$ cat config.mk
export PLATFORM = sky130hd
export DESIGN_NAME = keypad_scanner
export DESIGN_NICKNAME = d
export VERILOG_FILES = /design/src/rtl/keypad_scanner.sv
export SDC_FILE = /design/constraint.sdc
export NUM_CORES = 1
export LEC_CHECK = 0
export CAP_MARGIN = 20
export CORE_UTILIZATION = 59
export DETAILED_ROUTE_END_ITERATION = 10
export PLACE_DENSITY = 0.83
export SLEW_MARGIN = 10
export SYNTH_ARGS = -nofsm -noshare
export SYNTH_HDL_FRONTEND = slang
export SYNTH_SLANG_ARGS = --single-unit
$ cat constraint.sdc
create_clock -name clk -period 5.8 [get_ports clk]
set_input_delay 1.16 -clock clk [delete_from_list [all_inputs] [get_ports clk]]
set_output_delay 1.16 -clock clk [all_outputs]
set_load 0.03 [all_outputs]
$ cat src/rtl/keypad_scanner.sv
// keypad_scanner: 4x4 matrix keypad scanner with debounce, single-shot key
// acceptance, a level interrupt with overrun flag, and a synchronized copy of
// four slide switches.
module keypad_scanner #(
  parameter int SCAN_DIV     = 50000,
  parameter int DEBOUNCE_CNT = 3
) (
  input  logic       clk,
  input  logic       RSTn,
  input  logic [3:0] col,
  output logic [3:0] row,
  input  logic [3:0] switch_in,
  input  logic       key_clear,
  output logic [3:0] key_data,
  output logic       key_interrupt,
  output logic       key_overrun,
  output logic [3:0] switch_data
);

  localparam int               DIV_W      = $clog2(SCAN_DIV);
  localparam logic [DIV_W-1:0] DIV_LAST   = DIV_W'(SCAN_DIV - 1);
  localparam logic [3:0]       DEB_TARGET = 4'(DEBOUNCE_CNT);

  localparam logic [1:0] SCAN     = 2'd0;
  localparam logic [1:0] DEBOUNCE = 2'd1;
  localparam logic [1:0] PRESSED  = 2'd2;
  localparam logic [1:0] RELEASE  = 2'd3;

  logic [3:0]       col_s1;
  logic [3:0]       col_sync;
  logic [3:0]       sw_s1;
  logic [DIV_W-1:0] period_cnt;
  logic             sample;
  logic [1:0]       state;
  logic [1:0]       row_idx;
  logic [1:0]       col_idx;
  logic [3:0]       match_cnt;
  logic [3:0]       match_next;
  logic             col_hit;
  logic [1:0]       col_low;
  logic             same_col;
  logic             accept;

  // Bring the asynchronous column lines into the clk domain; idle is all high.
  always_ff @(posedge clk or negedge RSTn) begin
    if (!RSTn) begin
      col_s1   <= 4'hF;
      col_sync <= 4'hF;
    end else begin
      col_s1   <= col;
      col_sync <= col_s1;
    end
  end

  // Bring the slide switches into the clk domain.
  always_ff @(posedge clk or negedge RSTn) begin
    if (!RSTn) begin
      sw_s1       <= 4'h0;
      switch_data <= 4'h0;
    end else begin
      sw_s1       <= switch_in;
      switch_data <= sw_s1;
    end
  end

  // Free-running scan period counter; its last count is the sample point.
  always_ff @(posedge clk or negedge RSTn) begin
    if (!RSTn) begin
      period_cnt <= '0;
    end else if (period_cnt == DIV_LAST) begin
      period_cnt <= '0;
    end else begin
      period_cnt <= period_cnt + 1'b1;
    end
  end

  assign sample     = (period_cnt == DIV_LAST);
  assign col_hit    = (col_sync != 4'hF);
  assign match_next = match_cnt + 4'd1;
  assign same_col   = col_hit && (col_low == col_idx);
  assign accept     = sample && (state == DEBOUNCE) && same_col && (match_next == DEB_TARGET);

  // Lowest-numbered active (low) column wins when several are pressed.
  always_comb begin
    col_low = 2'd3;
    if (!col_sync[0])      col_low = 2'd0;
    else if (!col_sync[1]) col_low = 2'd1;
    else if (!col_sync[2]) col_low = 2'd2;
  end

  // Scan/debounce state machine; row_idx only moves while scanning.
  always_ff @(posedge clk or negedge RSTn) begin
    if (!RSTn) begin
      state     <= SCAN;
      row_idx   <= 2'd0;
      col_idx   <= 2'd0;
      match_cnt <= 4'd0;
    end else if (sample) begin
      case (state)
        SCAN: begin
          if (col_hit) begin
            col_idx   <= col_low;
            match_cnt <= 4'd1;
            state     <= DEBOUNCE;
          end else begin
            row_idx <= row_idx + 2'd1;
          end
        end
        DEBOUNCE: begin
          if (same_col) begin
            match_cnt <= match_next;
            if (match_next == DEB_TARGET) state <= PRESSED;
          end else begin
            match_cnt <= 4'd0;
            state     <= SCAN;
            row_idx   <= row_idx + 2'd1;
          end
        end
        PRESSED: begin
          if (!col_hit) begin
            match_cnt <= 4'd1;
            state     <= RELEASE;
          end
        end
        default: begin
          if (col_hit) begin
            state <= PRESSED;
          end else if (match_next == DEB_TARGET) begin
            match_cnt <= 4'd0;
            state     <= SCAN;
            row_idx   <= row_idx + 2'd1;
          end else begin
            match_cnt <= match_next;
          end
        end
      endcase
    end
  end

  // Row drive is the active-low decode of the current row index.
  always_comb begin
    row = ~(4'b0001 << row_idx);
  end

  // Latch accepted keys and manage the interrupt/overrun flags; a new key wins over a clear.
  always_ff @(posedge clk or negedge RSTn) begin
    if (!RSTn) begin
      key_data      <= 4'h0;
      key_interrupt <= 1'b0;
      key_overrun   <= 1'b0;
    end else if (accept) begin
      key_data      <= {row_idx, col_idx};
      key_overrun   <= key_interrupt & ~key_clear;
      key_interrupt <= 1'b1;
    end else if (key_clear) begin
      key_interrupt <= 1'b0;
      key_overrun   <= 1'b0;
    end
  end

endmodule

# Word level (Yosys, flattened, before mapping)
# Index checks and enable logic that the tools add are counted.
# classes
mux	25
n_lt_le_gt_ge	0
reduce_logical	12
addsub	3
bitwise_logic	4
shift	1
eq_ne	13
div	0
multipliers	0
# op_table
cell	count
2-to-1 mux 2 bit	12
2-to-1 mux 4 bit	5
adder 16 x 1 -> 16 bit, second input constant	1
== test 16 bit, second input constant	1
2-to-1 mux 16 bit	1
case mux 2 bit (3 select lines)	2
case mux 4 bit (3 select lines)	1
!= test 2 bit, second input constant	4
AND reduction 6 bit	1
AND reduction 5 bit	1
adder 4 x 1 -> 4 bit, second input constant	1
== test 4 x 2 -> 1 bit, second input constant	1
logical AND 1 bit	4
2-to-1 mux 1 bit	4
!= test 4 bit, second input constant	1
NOT 4 bit	1
AND reduction 4 bit	1
nonzero test 4 bit	1
left shift 1 x 2 -> 4 bit, first input constant	1
!= test 3 x 1 -> 1 bit, second input constant	1
!= test 3 x 2 -> 1 bit, second input constant	1
AND reduction 3 bit	1
nonzero test 3 bit	1
adder 2 x 1 -> 2 bit, second input constant	1
other kinds (8)	9
# word_totals
rom_bits	0
in_bits	11
mem_bits_rw	0
register_bits	48
n_memories	0
output_inout_bits	14
elab_cells	70
latch_bits	0

# Depth between registers and ports, before layout
# depth
depth_word	8
depth_mapped	7
depth_no_buf	7

# Worst setup path before layout
# OpenSTA, ideal clock, no wires.
# synth_path
kind	reg2reg
startpoint	register period_cnt[11]
endpoint	register row_idx[1]
stages_incl_launch_ff	5
period_less_slack_ns	2.113
setup_ns	0.128
setup_slack_ns	3.687
arrival_ns	1.986
n_path_buf	0
cell_sequence	dfrtp_1 or4b_4 nor4_4 nor3b_2 mux2_1
# synth_via
elab_chain_cells	2
# synth_lines
item	line_no	source
start, declared	32	logic [DIV_W-1:0] period_cnt;
start signal, assigned	73	period_cnt <= period_cnt + 1'b1;
== test 16 bit	77	assign sample = (period_cnt == DIV_LAST);
AND reduction 6 bit (no source line)	--	
end signal, assigned	106	row_idx <= row_idx + 2'd1;
end signal, assigned	116	row_idx <= row_idx + 2'd1;
end signal, assigned	131	row_idx <= row_idx + 2'd1;
end, declared	35	logic [1:0] row_idx;
# No other way between the ends.
# A chain may end at the register's enable or synchronous reset.

# Worst setup path in the final report
# layout_path
startpoint	register row_idx[0]
endpoint	output port row[0]
# layout_via
elab_chain_cells	2
# layout_lines
item	line_no	source
left shift 1 x 2 -> 4 bit	142	row = ~(4'b0001 << row_idx);
NOT 4 bit	142	
end, declared	11	output logic [3:0] row,
# No other way between the ends.

==> impl_metrics.toml <==
[setup_path]
startpoint_type = "register"
ff2ff_setup_slack_ns = 3.44
path_max_fanout = 4
rr_worst_depth = 6
slowest_delay_ns = 0.66
cp_common_cell = "inv_1"
path_class = "reg2out"
r2r_start = "match_cnt[0]"
crit_chain = "inv_1 -> ha_1 -> inv_1 -> clkdlybuf4s50_1"
arrival_ns = 1.74
reg2reg_to = "row_idx[1]"
crit_path_end_kind = "output port"
critical_path_buf_inv_count = 3
critPathSlowestCell = "clkdlybuf4s50_1"
crit_family = "buffers and inverters"
cp_data_required_time_ns = 4.64

[synthesis]
ys_warn_count = 0
synth_cell_type_count = 46
synth_area_sq_mm = 0.002206
synth.top_cell.area_share = 0.4538
seq_area_frac_synth = 0.5491
ys_ff_latch = 48
synthTopCellsByArea = "dfrtp_1 45%, dfstp_2 9.5%, ha_1 4.0%"
synth_cells = 201
synth.avg_cell_area_sq_um = 10.97
yosysTopAreaCell = "dfrtp_1"
syn-num-nets = 219

[clocking]
cts_resized = 0
worstSkewPairLatency_ns = 0.30
cts_setup_buffers = 0
postCtsHoldBufs = 0
cts_tree = "yes"
clock_sinks = 48
htreeDepth = 2
numCtsBuffers = 5
clkTransAtPathRegs_ns = 0.08
cts_buffer_depth = 2
root_buffer = "clkbuf_8"

[drt]
drc_errors = 0
routed_via_density = 5.993
dr.pass1.iters = 5
drtIter0Drc = 101
wire_per_inst_um = 14.94
drt_wl_total_um = 4137
vias = 1660
ant_nets = 0

[layout]
nets = 249
final_cell_mix = "40 x dfrtp_1, 23 x clkdlybuf4s50_1, 15 x nand2_1, 14 x nand3_1, 13 x inv_1"
diodes = 0
synthToLayoutAreaGrowth_pct = 17.41
multi_input_area_sq_um = 932.1
final_common_cell = "dfrtp_1"
final_util = 0.7468
n_fill_cell = 242
regArea_sq_mm = 0.001211
instances_no_fill = 277
drive_gt1_frac = 0.1212

[place]
dp_cells = 269
place.gp.congestion = 0.8853
dp_slack_ns = 3.216
io_buffers = 24
dp_hpwl_um = 2979

[floorplanning]
die_w_um = 63.15
dieHeight_um = 63.15
initial_utilization = 0.6360
ios = 25
rows = 21
die_area_sq_mm = 0.003987
coreArea_sq_mm = 0.003468

[worst_hold_path]
holdCritPathClass = "reg2reg"
holdCritStartpoint = "sw_s1[0]"
hold_path_depth = 0
hold-path-endpoint = "switch_data[0]"

[power_and_ir_drop]
power.leakage_nw = 1.146
p_total_uw = 551.5
power.density_mw_per_mm2 = 213.0
ir_drop_mv = 0.1540

[sta]
worstMarginPinSlew_ns = 0.6111
final_max_slew_viol_count = 0
setup_tns_ns = 0
finalSetupViolCount = 0
fmax_ghz = 0.3444
hold_violations = 0
fin_skew_ns = 0.006959
setup_ws_ns = 2.896
fin_crit_ns = 2.904
slew_headroom = 0.5888
post-route-period-util = 0.5006
rsz0062_at_grt = "false"

[global_route]
grt_pass1_wl_um = 7341
gr-total-overflow = 0
grt_pass1_vias = 1674
antenna_found_initial = 0
grt_max_degree = 49
track_usage = 0.2397

[job]
cap_violations = 0

[outcome]
outcome = "completed"
## cell families after synthesis
group	count (synthesis)	share of synthesized area
and+or+nand+nor	80	0.2104
DFF	48	0.5491
AOI/OAI and AO/OA	29	0.08168
buffers and inverters	16	0.02836
xor gates and xnor gates	13	0.05162
muxes	8	0.03914
adders and majority gates	7	0.03970
## routing by layer
layer / share of wire / GRT usage
met3: 0.056 / 0.06341
met5: 0 / 0
met2: 0.50 / 0.3938
met4: 0.021 / 0.1163
met1: 0.43 / 0.2915
## flip-flops by register name, summed over array words and instances, names as in the netlist, 4 cells and up
| register | flops |
|---|---|
| match_cnt | 4 |
| period_cnt | 16 |
| key_data | 4 |
| col_sync | 4 |
| switch_data | 4 |
| sw_s1 | 4 |
| col_s1 | 4 |
## area by class of cell
cell class | count | share of cell area
timing repair buffer | 26 | 0.1014
multi-input combinational | 137 | 0.3599
clock inverter | 1 | 0.001932
clock buffer | 6 | 0.02802
tap | 46 | 0.02222
sequential | 48 | 0.4676
inverter | 13 | 0.01884
## synth_stat cells, drive strengths merged
library cell and number:
ha 7, or4b 2, nor4 3, nor2b 1, clkbuf 1, a211oi 2, nor2 11, xnor2 7
o21ai 7, nor4b 1, buf 2, and4 1, xor2 6, o211ai 2, inv 13, a311oi 1
nor3b 1, o22ai 1, nor3 5, nand2b 6, o31ai 2, a22oi 1, or3 2, o32ai 1
nand2 15, nand4 7, a31oi 2, nand3 14, and3 5, and3b 1, a21o 1, or2 1
dfstp 8, o2111ai 1, nand4b 1, and2 1, a21oi 8, nor4bb 1, mux2i 3, mux2 5
dfrtp 40, nand3b 1
## stage by stage
stage	instance area, sq um	hold slack [ns]
after floorplan	2206	0.3312
after global placement	2492	0.3349
after detailed placement	2492	0.3397
after CTS	2570	0.3578
after global routing	2590	0.3653
final	2590	0.3544
## where the power goes
part	total (mW)	switching (mW)	internal, mW	leakage, nW
Clock	0.182	0.0999	0.0820	0.0410
Combinational	0.0239	0.0126	0.0113	0.494
Sequential	0.346	0.00339	0.342	0.610
## how the worst max path moves through the flow
| stage | start | endpoint | depth (start not counted) |
|---|---|---|---|
| floorplan | period_cnt[11] | row_idx[1] | 4 |
| global placement | row_idx[0] | row[0] | 4 |
| detailed placement | row_idx[0] | row[0] | 4 |
| CTS | row_idx[0] | row[0] | 4 |
| global route | row_idx[0] | row[0] | 4 |
| finish | row_idx[0] | row[0] | 4 |
No activity file was read; power rests on OpenSTA's default activity.
